`config.mk`:
```
export PLATFORM = sky130hd
export DESIGN_NAME = aes_block_host
export DESIGN_NICKNAME = d
export VERILOG_FILES = /design/src/rtl/aes_block_host.sv
export SDC_FILE = /design/constraint.sdc
export NUM_CORES = 2
export LEC_CHECK = 0
export CORE_AREA = 2 2 352 354
export CTS_CLUSTER_SIZE = 10
export DETAILED_ROUTE_END_ITERATION = 12
export DIE_AREA = 0 0 354 356
export SLEW_MARGIN = 20
export SYNTH_ARGS = -nofsm -noshare
export SYNTH_HDL_FRONTEND = slang
export SYNTH_SLANG_ARGS = --single-unit
```
`constraint.sdc`:
```
create_clock -name CLK -period 2.05 [get_ports CLK]
set_input_delay 0.205 -clock CLK [delete_from_list [all_inputs] [get_ports CLK]]
set_output_delay 0.205 -clock CLK [all_outputs]
set_load 0.01 [all_outputs]
```
`src/rtl/aes_block_host.sv`:
```
// Host-side sequencer for an external AES-128 core: accepts one block at a time,
// applies ECB/CBC chaining around the core and watches for a core that never completes.
module aes_block_host #(
    parameter int unsigned TIMEOUT = 48
) (
    input  logic         CLK,
    input  logic         nRST,
    input  logic         CFG_LOAD,
    input  logic [127:0] KEY,
    input  logic [127:0] IV,
    input  logic         MODE,
    input  logic         ENCDEC,
    input  logic         IN_VALID,
    output logic         IN_READY,
    input  logic [127:0] IN_DATA,
    input  logic         IN_LAST,
    output logic         OUT_VALID,
    input  logic         OUT_READY,
    output logic [127:0] OUT_DATA,
    output logic         OUT_LAST,
    output logic         ERR,
    output logic         CORE_START,
    output logic         CORE_ENCDEC,
    output logic [127:0] CORE_KEY,
    output logic [127:0] CORE_TEXTIN,
    input  logic         CORE_DONE,
    input  logic [127:0] CORE_TEXTOUT
);

    localparam int unsigned BLK_W = 128;
    localparam int unsigned CNT_W = 6;

    typedef enum logic [2:0] {
        ST_IDLE,
        ST_ISSUE,
        ST_WAIT,
        ST_OUT,
        ST_ERROR
    } state_t;

    state_t             state_q, state_d;
    logic [CNT_W-1:0]   cnt_q;
    logic [BLK_W-1:0]   key_q, iv_q, chain_q, blk_q, textin_q, out_data_q;
    logic               mode_q, encdec_q, last_q, out_last_q;
    logic               rdy_q, start_q, ovalid_q, err_q;
    logic               cfg_fire, in_fire, out_fire, done_fire, timeout_hit;
    logic               cbc_enc, cbc_dec;
    logic [BLK_W-1:0]   textin_d, result_d;

    // A config strobe always wins over a block offered in the same cycle.
    assign IN_READY    = rdy_q & ~CFG_LOAD;
    assign cfg_fire    = CFG_LOAD && (state_q == ST_IDLE);
    assign in_fire     = IN_VALID && IN_READY;
    assign out_fire    = ovalid_q && OUT_READY;
    assign done_fire   = CORE_DONE && (state_q == ST_WAIT);
    // cnt_q + 1 cycles have elapsed since START; ERR then rises exactly TIMEOUT cycles after START.
    assign timeout_hit = (cnt_q == CNT_W'(TIMEOUT - 2));

    assign cbc_enc  = mode_q & ~encdec_q;
    assign cbc_dec  = mode_q & encdec_q;
    assign textin_d = cbc_enc ? (IN_DATA ^ chain_q) : IN_DATA;
    assign result_d = cbc_dec ? (CORE_TEXTOUT ^ chain_q) : CORE_TEXTOUT;

    assign OUT_VALID   = ovalid_q;
    assign OUT_DATA    = out_data_q;
    assign OUT_LAST    = out_last_q;
    assign ERR         = err_q;
    assign CORE_START  = start_q;
    assign CORE_ENCDEC = encdec_q;
    assign CORE_KEY    = key_q;
    assign CORE_TEXTIN = textin_q;

    // Next-state logic.
    always_comb begin
        state_d = state_q;
        unique case (state_q)
            ST_IDLE:  if (in_fire) state_d = ST_ISSUE;
            ST_ISSUE: state_d = ST_WAIT;
            ST_WAIT: begin
                if (CORE_DONE)        state_d = ST_OUT;
                else if (timeout_hit) state_d = ST_ERROR;
            end
            ST_OUT:   if (OUT_READY) state_d = ST_IDLE;
            ST_ERROR: state_d = ST_ERROR;
            default:  state_d = ST_IDLE;
        endcase
    end

    // State register and status outputs, registered from the next state.
    always_ff @(posedge CLK or negedge nRST) begin
        if (!nRST) begin
            state_q  <= ST_IDLE;
            rdy_q    <= 1'b0;
            start_q  <= 1'b0;
            ovalid_q <= 1'b0;
            err_q    <= 1'b0;
        end else begin
            state_q  <= state_d;
            rdy_q    <= (state_d == ST_IDLE);
            start_q  <= (state_d == ST_ISSUE);
            ovalid_q <= (state_d == ST_OUT);
            err_q    <= (state_d == ST_ERROR);
        end
    end

    // Watchdog counter: cleared while issuing, counts while waiting on the core.
    always_ff @(posedge CLK or negedge nRST) begin
        if (!nRST) begin
            cnt_q <= '0;
        end else if (state_q == ST_ISSUE) begin
            cnt_q <= '0;
        end else if (state_q == ST_WAIT) begin
            cnt_q <= cnt_q + CNT_W'(1);
        end
    end

    // Configuration, captured block and core request.
    always_ff @(posedge CLK or negedge nRST) begin
        if (!nRST) begin
            key_q    <= '0;
            iv_q     <= '0;
            mode_q   <= 1'b0;
            encdec_q <= 1'b0;
            blk_q    <= '0;
            last_q   <= 1'b0;
            textin_q <= '0;
        end else begin
            if (cfg_fire) begin
                key_q    <= KEY;
                iv_q     <= IV;
                mode_q   <= MODE;
                encdec_q <= ENCDEC;
            end
            if (in_fire) begin
                blk_q    <= IN_DATA;
                last_q   <= IN_LAST;
                textin_q <= textin_d;
            end
        end
    end

    // Result capture and CBC chain register.
    always_ff @(posedge CLK or negedge nRST) begin
        if (!nRST) begin
            chain_q    <= '0;
            out_data_q <= '0;
            out_last_q <= 1'b0;
        end else begin
            if (done_fire) begin
                out_data_q <= result_d;
                out_last_q <= last_q;
            end
            if (cfg_fire) begin
                chain_q <= IV;
            end else if (done_fire && mode_q) begin
                chain_q <= encdec_q ? blk_q : CORE_TEXTOUT;
            end else if (out_fire && out_last_q) begin
                chain_q <= iv_q;
            end
        end
    end

endmodule

```
==> results.rst <==
.. list-table::
   :header-rows: 1

   * - Metric
     - Value
   * - Area Overhead vs Synth
     - 46.9%
   * - Post-Synthesis Cell Area
     - around 35000 um^2
   * - Total die area
     - approximately 130000 um^2
   * - Post-route fraction of the period consumed by the critical path
     - 98.5%
   * - Share of the yosys chip area belonging to registers
     - a little under three fifths
   * - Max incr delay on CP
     - just over 0.6 ns
   * - Post-Route Utilization
     - between 40% and 50%
   * - Clock Skews
     - 0.0265 ns
   * - Synth Net Count
     - 4016
   * - CTS tree
     - yes
   * - Family with the most delay on the worst path
     - simple AND/OR/NAND/NOR gates
   * - Drt wl/cell
     - 20.1 um
   * - Placed wire-length estimate
     - 93.9 mm
   * - Total iterations of the first detailed-routing run
     - 5
   * - Top post-synthesis cells by area
     - sky130_fd_sc_hd__dfrtp_1 (57%), sky130_fd_sc_hd__nand2_1 (13%), sky130_fd_sc_hd__mux2_2 (8.4%), sky130_fd_sc_hd__xor2_1 (6.5%), sky130_fd_sc_hd__mux2i_1 (3.7%)
   * - Max frequency
     - 0.495 GHz
   * - Share of synthesized registers carrying an async set or reset
     - 100%
   * - Ordered list of cells on the worst path
     - or4b_4 -> buf_12 -> buf_4 -> nand2_1 -> nand2_1
   * - Wire length of the first global-routing pass
     - 187 mm
   * - Number of placed instances with taps included
     - a little over 6000
   * - Part of the total power dissipated in sequential elements
     - 36.5%
   * - Total vias in the final route
     - 28597
   * - Internal cell power
     - ~49 mW
   * - Worst-case headroom to the max-slew limit
     - 53.2%
   * - Launch point of the critical path
     - state_q[2]
   * - Number of failing setup endpoints in the final timing report
     - 0
   * - Die H
     - roughly 360 um
   * - Number of buffers added by the clock tree synthesis step
     - 94
   * - Die width
     - 354 um
   * - Maximum number of pins on one net before global-route repair
     - 71
   * - Number of antenna-violating nets in the routed design
     - 0
   * - Number of antenna violations at the first check in global routing
     - 30
   * - Site row count
     - 129
   * - Core outline area
     - 123000 um^2
   * - Post-detailed-route DRC marker count
     - 0
   * - Switching power
     - 26.9 mW
   * - Total Routed Length
     - 126 mm
   * - Number of register bits inferred by synthesis
     - a little under 800
   * - Portion of synthesized cell area occupied by the leading cell type
     - 56.5%
   * - Endpoint kind of the worst setup timing path
     - flip-flop
   * - Met2 track utilization from global routing
     - 32.5%
   * - GR met3 Demand/Resource
     - 4.64%
   * - Hold/Removal Path Class
     - in2reg
   * - Dominant cell type by area after synthesis
     - sky130_fd_sc_hd__dfrtp_1
   * - Net switching fraction of the power
     - 35.6%
   * - MaxCap Viol Count
     - 0
   * - Endpoint arrival time on the critical path
     - 2.55 ns
   * - Met1 Track Usage GR
     - between 20% and 30%
   * - Time the final worst path needs with I/O delays and setup
     - 2.02 ns
   * - Final Wtd Congestion
     - a little under 0.9
   * - Fraction of layout instances using a drive strength above 1
     - 14.1%
   * - Clock-pin slew of the registers on the worst-case setup and hold paths
     - 0.06 ns
   * - Minimum setup slack after placement
     - -0.202 ns
   * - Start-to-end type of the worst setup path
     - reg2reg
   * - Layout Nets
     - about 5100
   * - Total congestion overflow
     - 0
   * - Largest driver fanout on the critical path
     - 67
   * - 1st-iter DRT viols
     - 1783
   * - Sinks on Clock Net
     - 785
   * - Count of flip-flops with a built-in enable after synthesis
     - 0
   * - Avg Cell Area, Syn
     - 9.95 um^2
   * - Final hold violation count
     - 0
   * - Non-filler cells, final
     - 6275
   * - Htree depth
     - 3
   * - I/O Buffers
     - 910
   * - Power density of the placed cells
     - 1480 nW/um^2
   * - Clock root buffer
     - sky130_fd_sc_hd__clkbuf_16
   * - Commonest register cell after synthesis
     - sky130_fd_sc_hd__dfrtp_1
   * - Maximum number of buffers from clock root to sink
     - 3
   * - Result of the run
     - complete, no violations
   * - Synth warn
     - 0
   * - Share of power burned in combinational logic
     - between 40 and 50%
   * - VDD IR max
     - 0.000770 V
   * - Type of origin of the critical path
     - flip-flop
   * - Crit-path slowest cell
     - sky130_fd_sc_hd__or4b_4
   * - Library cell appearing most often on the critical path
     - sky130_fd_sc_hd__nand2_1
   * - Setup total negative slack
     - 0 ns
   * - Library cells used by synthesis
     - 34
   * - Total leakage power
     - 22.4 nW
   * - Number of standard cells after synthesis
     - approximately 3500
   * - WP data required
     - 2.58 ns
   * - Initial core utilization
     - 28.3%
   * - Launch point of the worst hold path
     - KEY[4]
   * - Via/cell ratio
     - ~4.6
   * - Most crowded layer after global routing
     - met2
   * - RR Startpoint
     - state_q[2]
   * - Worst setup margin
     - slightly above 0.03 ns
   * - Total GRT Usage
     - 19.4%
   * - WP buf/inv
     - 2
   * - Number of primary I/O pins
     - between 900 and 1000
   * - Actual transition at the worst max-transition pin
     - between 0.6 and 0.7 ns
   * - Insertion delay to the later sink of the worst-skew pair
     - 0.67 ns
   * - Final slew viol count
     - 0
   * - Vias in the first global route
     - roughly 30000
   * - Final hold slack
     - roughly 0.070 ns
   * - Clock power share
     - 20.5%
-- cell usage after synthesis, types with 16 or more instances --
library cell                  n
sky130_fd_sc_hd__a31oi_1    129
sky130_fd_sc_hd__nand2_1   1165
sky130_fd_sc_hd__mux2_2     258
sky130_fd_sc_hd__buf_2      112
sky130_fd_sc_hd__o21ai_0    132
sky130_fd_sc_hd__dfrtp_1    785
sky130_fd_sc_hd__mux2i_1    128
sky130_fd_sc_hd__buf_1       16
sky130_fd_sc_hd__a21oi_1    130
sky130_fd_sc_hd__nor2_1     264
sky130_fd_sc_hd__clkbuf_1    85
sky130_fd_sc_hd__xor2_1     257
-- cells in the final DEF (no fill, tap or decap), types with 6 or more instances in the layout --
master / n
sky130_fd_sc_hd__a21oi_1: 130
sky130_fd_sc_hd__a31oi_1: 129
sky130_fd_sc_hd__buf_12: 57
sky130_fd_sc_hd__buf_4: 201
sky130_fd_sc_hd__clkbuf_1: 16
sky130_fd_sc_hd__clkbuf_16: 98
sky130_fd_sc_hd__clkbuf_8: 6
sky130_fd_sc_hd__clkdlybuf4s50_1: 907
sky130_fd_sc_hd__clkinv_2: 6
sky130_fd_sc_hd__dfrtp_1: 783
sky130_fd_sc_hd__diode_2: 11
sky130_fd_sc_hd__dlygate4sd3_1: 41
sky130_fd_sc_hd__mux2_2: 258
sky130_fd_sc_hd__mux2i_1: 128
sky130_fd_sc_hd__nand2_1: 1164
sky130_fd_sc_hd__nor2_1: 263
sky130_fd_sc_hd__o21ai_0: 132
sky130_fd_sc_hd__xor2_1: 257
-- power by group through the flow --
stage / combinational [mW] / sequential, mW / clock (mW)
after floorplan: 14.5 / 28.1 / 0
after global placement: 31.8 / 27.6 / 0
after detailed placement: 32.4 / 27.7 / 0
after CTS: 32.7 / 27.6 / 16.0
after global routing: 35.5 / 28.5 / 16.6
final: 32.5 / 27.6 / 15.5
-- stage by stage --
step / cell area [um^2] / total power, mW
floorplan: 34700 / 42.6
global placement: 47700 / 59.4
detailed placement: 47700 / 60.1
CTS: 50900 / 76.2
global route: 51000 / 80.6
finish: 51100 / 75.6
-- cells by family (layout without fill, tap and decap cells) --
family	Yosys count	count (layout)	share of synthesized area, %
adders and majority gates	2	2	0.0720
muxes	386	386	12.0
DFF	785	785	56.5
xor gates and xnor gates	257	257	6.48
and+or+nand+nor	1447	1447	15.8
other	0	11	0
buffers and inverters	218	1352	2.78
AOI/OAI and AO/OA	398	398	6.27
-- state kept, by name, indices dropped and copies added, names as in the netlist --
register	cells
CORE_ENCDEC	1
CORE_KEY	128
CORE_START	1
CORE_TEXTIN	128
ERR	1
OUT_DATA	128
OUT_LAST	1
OUT_VALID	1
blk_q	128
chain_q	128
cnt_q	6
iv_q	128
last_q	1
mode_q	1
rdy_q	1
state_q	3
-- path summary, 6_finish.rpt --
path                            endpoint  slack, ns  cells past startpoint
setup / recovery            CORE_KEY[54]       0.03                      5
hold / removal               CORE_KEY[4]       0.07                      3
setup reg to reg            CORE_KEY[54]       0.03                      5
hold reg to reg                iv_q[104]       0.47                      2
max in group asynchronous  OUT_DATA[114]       1.08                      4
min in group asynchronous      blk_q[41]       0.12                      2
-- area by class of cell --
type	instances	area (um^2)
timing repair buffer	1218	12400
multi-input combinational	2490	14200
tap	1637	2050
sequential	785	19600
inverter	3	11.3
antenna	11	27.5
clock inverter	14	206
fill	11757	71600
clock buffer	117	2520
-- tightest hold or removal path: cells and delay by family --
kind	cells	cell delay [ns]
buf+inv	1	0.40
simple gates	2	0.10
-- layer usage --
layer,wire [um],vias to the layer above
li1,-,13615
met1,53700,13903
met2,60700,844
met3,8080,205
met4,3210,30
met5,212,-
-- repair_timing --
item | in CTS | in global routing
buffers inserted | 0 | 1
setup endpoints to repair | 2 | 171
pin swaps | 0 | 1
hold buffers | 41 | 0
gates resized for setup | 3 | 6
endpoints found under the hold margin | 521 | 0
gates cloned | 1 | 3
Power figures use the tool's default switching activity.
